==> src/rtl/pbit_frame_packer.sv <==
// -----------------------------------------------------------------------------
// pbit_frame_packer
//
// Purpose: on a snap_req pulse, captures the live p-bit vector into a shadow
// register and streams it out over an AXI4-Stream master as
// FRAME_COUNT = ceil(TOTAL_NUM_PBITS/DATA_WIDTH) beats. The last beat is
// zero-padded above TOTAL_NUM_PBITS, and tkeep marks only its used bytes.
// Requests that arrive while a snapshot is in flight are dropped and counted.
//
// Optional feature: define PBIT_PACKER_HEADER_EN to prepend one header beat
// {zeros, FRAME_COUNT[15:0], seq_num} to every snapshot.
//
// Ports:
//   clk            single clock
//   rst            asynchronous, active-high reset
//   pbits          live p-bit states (TOTAL_NUM_PBITS)
//   snap_req       request to capture and stream one snapshot
//   busy           a snapshot is in flight
//   m_axis_tdata   stream data (DATA_WIDTH)
//   m_axis_tkeep   valid-byte mask (DATA_WIDTH/8)
//   m_axis_tvalid  stream valid
//   m_axis_tready  stream ready (input)
//   m_axis_tlast   final beat of a snapshot
//   seq_num        count of accepted snapshots (wraps)
//   drop_count     count of ignored snap_req cycles (saturates at 0xFFFF)
// -----------------------------------------------------------------------------
module pbit_frame_packer #(
  parameter int DATA_WIDTH      = 256,
  parameter int TOTAL_NUM_PBITS = 1024,
  parameter int SEQ_WIDTH       = 32
) (
  input  logic                         clk,
  input  logic                         rst,
  input  logic [TOTAL_NUM_PBITS-1:0]   pbits,
  input  logic                         snap_req,
  output logic                         busy,
  output logic [DATA_WIDTH-1:0]        m_axis_tdata,
  output logic [DATA_WIDTH/8-1:0]      m_axis_tkeep,
  output logic                         m_axis_tvalid,
  input  logic                         m_axis_tready,
  output logic                         m_axis_tlast,
  output logic [SEQ_WIDTH-1:0]         seq_num,
  output logic [15:0]                  drop_count
);

  localparam int KEEP_W      = DATA_WIDTH / 8;
  localparam int FRAME_COUNT = (TOTAL_NUM_PBITS + DATA_WIDTH - 1) / DATA_WIDTH;
  localparam int SHADOW_W    = FRAME_COUNT * DATA_WIDTH;
  localparam int LAST_BITS   = TOTAL_NUM_PBITS - (FRAME_COUNT - 1) * DATA_WIDTH;
  localparam int LAST_BYTES  = (LAST_BITS + 7) / 8;
  localparam int BEAT_W      = (FRAME_COUNT > 1) ? $clog2(FRAME_COUNT) : 1;
  // Index width exactly matches the shadow's select range; the largest
  // offset ever used, (FRAME_COUNT-1)*DATA_WIDTH, always fits.
  localparam int OFF_W       = $clog2(SHADOW_W);

  localparam logic [KEEP_W-1:0] FULL_KEEP = {KEEP_W{1'b1}};
  localparam logic [KEEP_W-1:0] LAST_KEEP = FULL_KEEP >> (KEEP_W - LAST_BYTES);
  localparam logic [BEAT_W-1:0] LAST_BEAT = BEAT_W'(FRAME_COUNT - 1);
  localparam logic [OFF_W-1:0]  OFF_STEP  = OFF_W'(DATA_WIDTH);
  localparam logic              ONE_BEAT  = 1'(FRAME_COUNT == 1);
`ifdef PBIT_PACKER_HEADER_EN
  localparam logic [15:0]       FRAME_COUNT_16 = 16'(FRAME_COUNT);
`endif

`ifdef PBIT_PACKER_HEADER_EN
  typedef enum logic [1:0] {IDLE = 2'd0, SEND = 2'd1, HDR = 2'd2} state_t;
  localparam state_t START_ST = HDR;
`else
  typedef enum logic {IDLE = 1'b0, SEND = 1'b1} state_t;
  localparam state_t START_ST = SEND;
`endif

  // Byte mask for a data beat: partial only on the final beat.
  function automatic logic [KEEP_W-1:0] keep_for(input logic is_last);
    return is_last ? LAST_KEEP : FULL_KEEP;
  endfunction

  state_t                state_r, state_n_s;
  logic [SHADOW_W-1:0]   shadow_r, shadow_n_s;
  logic [DATA_WIDTH-1:0] tdata_r, tdata_n_s;
  logic [KEEP_W-1:0]     tkeep_r, tkeep_n_s;
  logic                  tlast_r, tlast_n_s;
  logic                  tvalid_r, tvalid_n_s;
  logic                  busy_r, busy_n_s;
  logic [BEAT_W-1:0]     beat_r, beat_n_s, beat_inc_s;
  logic [OFF_W-1:0]      off_r, off_n_s, off_inc_s;
  logic [SEQ_WIDTH-1:0]  seq_r, seq_n_s, seq_inc_s;
  logic [15:0]           drop_r, drop_n_s;
  logic                  hs_s, last_hs_s, accept_s;
  logic [SHADOW_W-1:0]   pad_s;
  logic                  next_last_s;
`ifdef PBIT_PACKER_HEADER_EN
  logic [DATA_WIDTH-1:0] hdr_s;
`endif

  // Next-state and next-output logic for the capture/stream FSM.
  always_comb begin
    state_n_s  = state_r;
    shadow_n_s = shadow_r;
    tdata_n_s  = tdata_r;
    tkeep_n_s  = tkeep_r;
    tlast_n_s  = tlast_r;
    tvalid_n_s = tvalid_r;
    beat_n_s   = beat_r;
    off_n_s    = off_r;
    seq_n_s    = seq_r;
    drop_n_s   = drop_r;

    hs_s       = tvalid_r & m_axis_tready;
    // tlast is only ever set on the final data beat, so this marks the
    // handshake that completes a snapshot.
    last_hs_s  = hs_s & tlast_r;
    accept_s   = snap_req & ((state_r == IDLE) | ((state_r == SEND) & last_hs_s));

    seq_inc_s   = seq_r + SEQ_WIDTH'(1);
    off_inc_s   = off_r + OFF_STEP;
    beat_inc_s  = beat_r + BEAT_W'(1);
    next_last_s = (beat_inc_s == LAST_BEAT);

    pad_s = '0;
    pad_s[TOTAL_NUM_PBITS-1:0] = pbits;

`ifdef PBIT_PACKER_HEADER_EN
    hdr_s = '0;
    hdr_s[SEQ_WIDTH-1:0]   = seq_inc_s;
    hdr_s[SEQ_WIDTH +: 16] = FRAME_COUNT_16;
`endif

    if (accept_s) begin
      // Beat 0 (or the header) is built straight from the incoming values,
      // since the shadow and seq_num only update on this same edge.
      state_n_s  = START_ST;
      shadow_n_s = pad_s;
      seq_n_s    = seq_inc_s;
      tvalid_n_s = 1'b1;
      beat_n_s   = '0;
      off_n_s    = '0;
`ifdef PBIT_PACKER_HEADER_EN
      tdata_n_s  = hdr_s;
      tkeep_n_s  = FULL_KEEP;
      tlast_n_s  = 1'b0;
`else
      tdata_n_s  = pad_s[DATA_WIDTH-1:0];
      tkeep_n_s  = keep_for(ONE_BEAT);
      tlast_n_s  = ONE_BEAT;
`endif
    end else begin
      case (state_r)
        IDLE: begin
          state_n_s = IDLE;
        end
`ifdef PBIT_PACKER_HEADER_EN
        HDR: begin
          if (hs_s) begin
            state_n_s = SEND;
            tdata_n_s = shadow_r[DATA_WIDTH-1:0];
            tkeep_n_s = keep_for(ONE_BEAT);
            tlast_n_s = ONE_BEAT;
          end else begin
            state_n_s = HDR;
          end
        end
`endif
        SEND: begin
          if (last_hs_s) begin
            state_n_s  = IDLE;
            tvalid_n_s = 1'b0;
            tlast_n_s  = 1'b0;
            tdata_n_s  = '0;
            tkeep_n_s  = '0;
            beat_n_s   = '0;
            off_n_s    = '0;
          end else if (hs_s) begin
            beat_n_s  = beat_inc_s;
            off_n_s   = off_inc_s;
            tdata_n_s = shadow_r[off_inc_s +: DATA_WIDTH];
            tlast_n_s = next_last_s;
            tkeep_n_s = keep_for(next_last_s);
          end else begin
            state_n_s = SEND;
          end
        end
        default: begin
          state_n_s  = IDLE;
          tvalid_n_s = 1'b0;
          tlast_n_s  = 1'b0;
          tdata_n_s  = '0;
          tkeep_n_s  = '0;
          beat_n_s   = '0;
          off_n_s    = '0;
        end
      endcase
    end

    if (snap_req & ~accept_s & (state_r != IDLE)) begin
      if (drop_r != 16'hFFFF) begin
        drop_n_s = drop_r + 16'd1;
      end else begin
        drop_n_s = drop_r;
      end
    end else begin
      drop_n_s = drop_r;
    end

    busy_n_s = (state_n_s != IDLE);
  end

  // State, shadow, counters and registered stream outputs.
  always_ff @(posedge clk or posedge rst) begin
    if (rst) begin
      state_r  <= IDLE;
      shadow_r <= '0;
      tdata_r  <= '0;
      tkeep_r  <= '0;
      tlast_r  <= 1'b0;
      tvalid_r <= 1'b0;
      busy_r   <= 1'b0;
      beat_r   <= '0;
      off_r    <= '0;
      seq_r    <= '0;
      drop_r   <= 16'd0;
    end else begin
      state_r  <= state_n_s;
      shadow_r <= shadow_n_s;
      tdata_r  <= tdata_n_s;
      tkeep_r  <= tkeep_n_s;
      tlast_r  <= tlast_n_s;
      tvalid_r <= tvalid_n_s;
      busy_r   <= busy_n_s;
      beat_r   <= beat_n_s;
      off_r    <= off_n_s;
      seq_r    <= seq_n_s;
      drop_r   <= drop_n_s;
    end
  end

  assign busy          = busy_r;
  assign m_axis_tdata  = tdata_r;
  assign m_axis_tkeep  = tkeep_r;
  assign m_axis_tvalid = tvalid_r;
  assign m_axis_tlast  = tlast_r;
  assign seq_num       = seq_r;
  assign drop_count    = drop_r;

endmodule

==> config.mk <==
export PLATFORM = sky130hd
export DESIGN_NAME = pbit_frame_packer
export DESIGN_NICKNAME = d
export VERILOG_FILES = /design/src/rtl/pbit_frame_packer.sv
export SDC_FILE = /design/constraint.sdc
export NUM_CORES = 2
export LEC_CHECK = 0
export BUFFER_PORTS_ARGS = -buffer_cell sky130_fd_sc_hd__buf_4
export CORE_AREA = 2 2 539 541
export DETAILED_ROUTE_END_ITERATION = 16
export DIE_AREA = 0 0 541 543
export PLACE_DENSITY = 0.49
export SLEW_MARGIN = 20
export SYNTH_ARGS = -nofsm -noshare
export SYNTH_HDL_FRONTEND = slang
export SYNTH_SLANG_ARGS = --single-unit
==> constraint.sdc <==
create_clock -name clk -period 88.1 [get_ports clk]
set_input_delay 13.215 -clock clk [delete_from_list [all_inputs] [get_ports clk]]
set_output_delay 13.215 -clock clk [all_outputs]
set_load 0.03 [all_outputs]
==> impl_metrics.toml <==
[route]
ant_nets = 0
detailroute.via_count = 48139
route.detailed.wl_per_inst_microns = 23.2
drt-initial-drc-count = 3599
detail_route.wirelength_microns = 259000
via_per_inst = 4.31
post-route-drc-count = 0
drtPass1Iterations = 5

[synth]
syn_area_sq_um = 57400
synth.top_cells.by_count = "3349 x nand2_1, 1336 x dfrtp_1, 256 x mux4_2"
synthesized_area_per_cell_sq_um = 9.53
asyncSetResetFlopFracSynth_pct = 100
synth.distinct_cells = 42
ys.warnings.count = 0
yosysTopAreaCellShare_pct = 58.3
synth_edf_count = 0
postSynth.topFlopCell = "dfrtp_1"
synth_seq_cells = 1336
synth_nets = 7049
sequential_element_share_of_the_synthesized_area_pct = 58.3
count_leader_synth = "nand2_1"
syn_inst = 6018
yosys-top-cells-area = "dfrtp_1 58%, nand2_1 22%, mux4_2 10%, a31oi_1 2.7%, nor2_1 1.6%"
post-synth-top-area-cell = "dfrtp_1"

[clocking]
postCtsSetupBuffers = 0
cts.reportedPaths.clkPinSlew_ps = 60
clock_buffer_count_from_cts = 166
ctsRootBufferMaster = "clkbuf_16"
cts_sinks = 1336
worstSkewPairLatency_ps = 820
postCtsResizedCells = 0
cts-hold-fix-buffers = 0
cts_htree_levels = 4
cts.path.max_buffers = 4
cts_tree = "yes"

[setup_path]
r2r_slack_ps = 82090
crit_slowest_cell = "buf_4"
startpoint_type = "primary input"
timing.critical_path.to_type = "flip-flop"
cp_data_required_time_ps = 88830
slowest_delay_ps = 840
timing.critical_path.mode_cell = "buf_4"
arrival_ps = 18720
timing.setup.critical_path_class = "in -> reg"
crit_path_max_fanout = 157
cp_cell_sequence = "buf_4 > nand3_1 > a21boi_4 > buf_4 > buf_4 > buf_12 > buf_4 > buf_4 > buf_4 > nand2_1 > a31oi_1"

[die]
die_width_microns = 541
core_area_sq_um = 287000
die_height_microns = 543
initial_utilization_pct = 20.0
floorplan.die_area_sq_um = 294000
floorplan.io_pins = 1367
core.rowCount = 197

[timing]
minimum_period_implied_by_the_final_worst_setup_slack_ps = 18000
final.setup.worst_slack_ps = 70100
final.period_utilization_pct = 20.4
final_hold_viol_count = 0
setup_tns_ps = 0
final.hold.worst_slack_ps = 467
highest_clock_frequency_the_design_can_meet_ghz = 0.0556
maxSlewViolCount = 0
final-setup-viol-count = 0
tightestPinTransition_ps = 1080
timing.slew.headroom_pct = 28.1
grt_setup_unrepaired = "false"
fin_skew_ps = 37.2

[finish]
area.growth.synth_to_final_pct = 33.9
design.final.nets = 8250
drive_gt1_share_pct = 27.0
fillers = 30841

[outcome]
run_status = "completed"

[place]
dp.final_hpwl_microns = 194000
placement.io_buffers = 1366
gpl.final_weighted_congestion = 0.918
preCtsSetupSlack_ps = 69280

[global_route]
antenna_violations_before_repair = 129
grt_pass1_vias = 48272
grt_pass1_wl_microns = 365000
grt.overflow.total = 0
grt_use_total_pct = 17.0
pin_count_of_the_biggest_net_entering_global_routing = 173

[power]
max_ir_drop_vdd_v = 0.0000169
power.static_leakage_uw = 0.0384
power.density_nw_per_um2 = 30.3

[worst_hold_path]
hold_class = "reg -> reg"

[run]
cap_viol_max_count = 0
path summary, 6_finish.rpt:
| path | from | endpoint | cells after the start |
|---|---|---|---|
| worst max-delay path | m_axis_tready | m_axis_tdata[175] | 11 |
| worst min-delay path | shadow_r[368] | shadow_r[368] | 2 |
| worst max register to register | m_axis_tlast | m_axis_tdata[175] | 10 |
| worst min register to register | shadow_r[368] | shadow_r[368] | 2 |
| max in group asynchronous | rst | shadow_r[277] | 6 |
| min in group asynchronous | rst | m_axis_tdata[206] | 2 |
state kept, by name, indices dropped and copies added (netlist names):
name           flops
shadow_r        1024
m_axis_tdata     256
seq_num           32
drop_count        16
beat_r             2
off_r              2
busy               1
m_axis_tkeep       1
m_axis_tlast       1
m_axis_tvalid      1
worst max-delay path, delay by kind of cell:
family          cells  cell delay, ps
compound gates      2             410
simple gates        2             370
buf+inv             7            4400
metal layers:
metal | global-route usage [%] | vias up | routed length (microns)
met1 | 21.8 | 23944 | 108000
met2 | 25.8 | 1888 | 114000
met4 | 5.28 | 98 | 7880
met5 | 0 | - | 667
met3 | 7.35 | 394 | 28400
li1 | - | 21815 | -
cell usage in the layout (no fill, tap or decap), types with 8 or more instances in the layout:
cell type   instances
mux4_2            256
bufinv_16          12
inv_1               9
clkinvlp_4          8
diode_2            43
a22oi_1            13
nand2_1          3349
nor2_1            251
clkbuf_16         169
clkbuf_1           30
xor2_1             37
nor3_2              9
nand3_1            15
nor3_1             11
a31oi_1           244
nand4_1            12
xnor2_1             9
buf_4            1441
clkbuf_8           37
nor4_1             11
clkinv_2           19
dfrtp_1          1334
metrics by stage:
stage / area, sq um / total power [uW] / std cells / util (%)
global placement: 71200 / 1630 / 10832 / 24.8
detailed placement: 71200 / 1640 / 10832 / 24.8
CTS: 76700 / 2360 / 11121 / 26.7
floorplan: 57400 / 1340 / 6018 / -
finish: 76800 / 2320 / 11164 / 26.7
global route: 76700 / 2450 / 11134 / 26.7
area by class of cell:
class | count | area [sq um] | area share, %
Clock buffer | 236 | 4850 | 6.32
Antenna cell | 43 | 108 | 0.140
Inverter | 10 | 45.0 | 0.0586
Clock inverter | 53 | 693 | 0.902
Timing Repair Buffer | 1444 | 10900 | 14.2
Multi-Input combinational cell | 4261 | 22100 | 28.7
Tap cell | 3781 | 4730 | 6.16
Sequential cell | 1336 | 33400 | 43.5
report_power, final:
group          total (uW)  switching [uW]  internal [uW]
clock                 704             285            419
combinational         716             401            315
sequential            904             126            779
total                2320             812           1510
cell families after synthesis:
group                    share of synthesized area (%)
flip-flops                                        58.3
AO/OA/AOI/OAI                                     3.01
AND/OR/NAND/NOR                                   24.5
buffers and inverters                             3.32
multiplexers                                      10.1
adder cells (fa/ha/maj)                         0.0655
XOR/XNOR                                         0.702
Note: power is estimated with default switching activity, not from simulation.
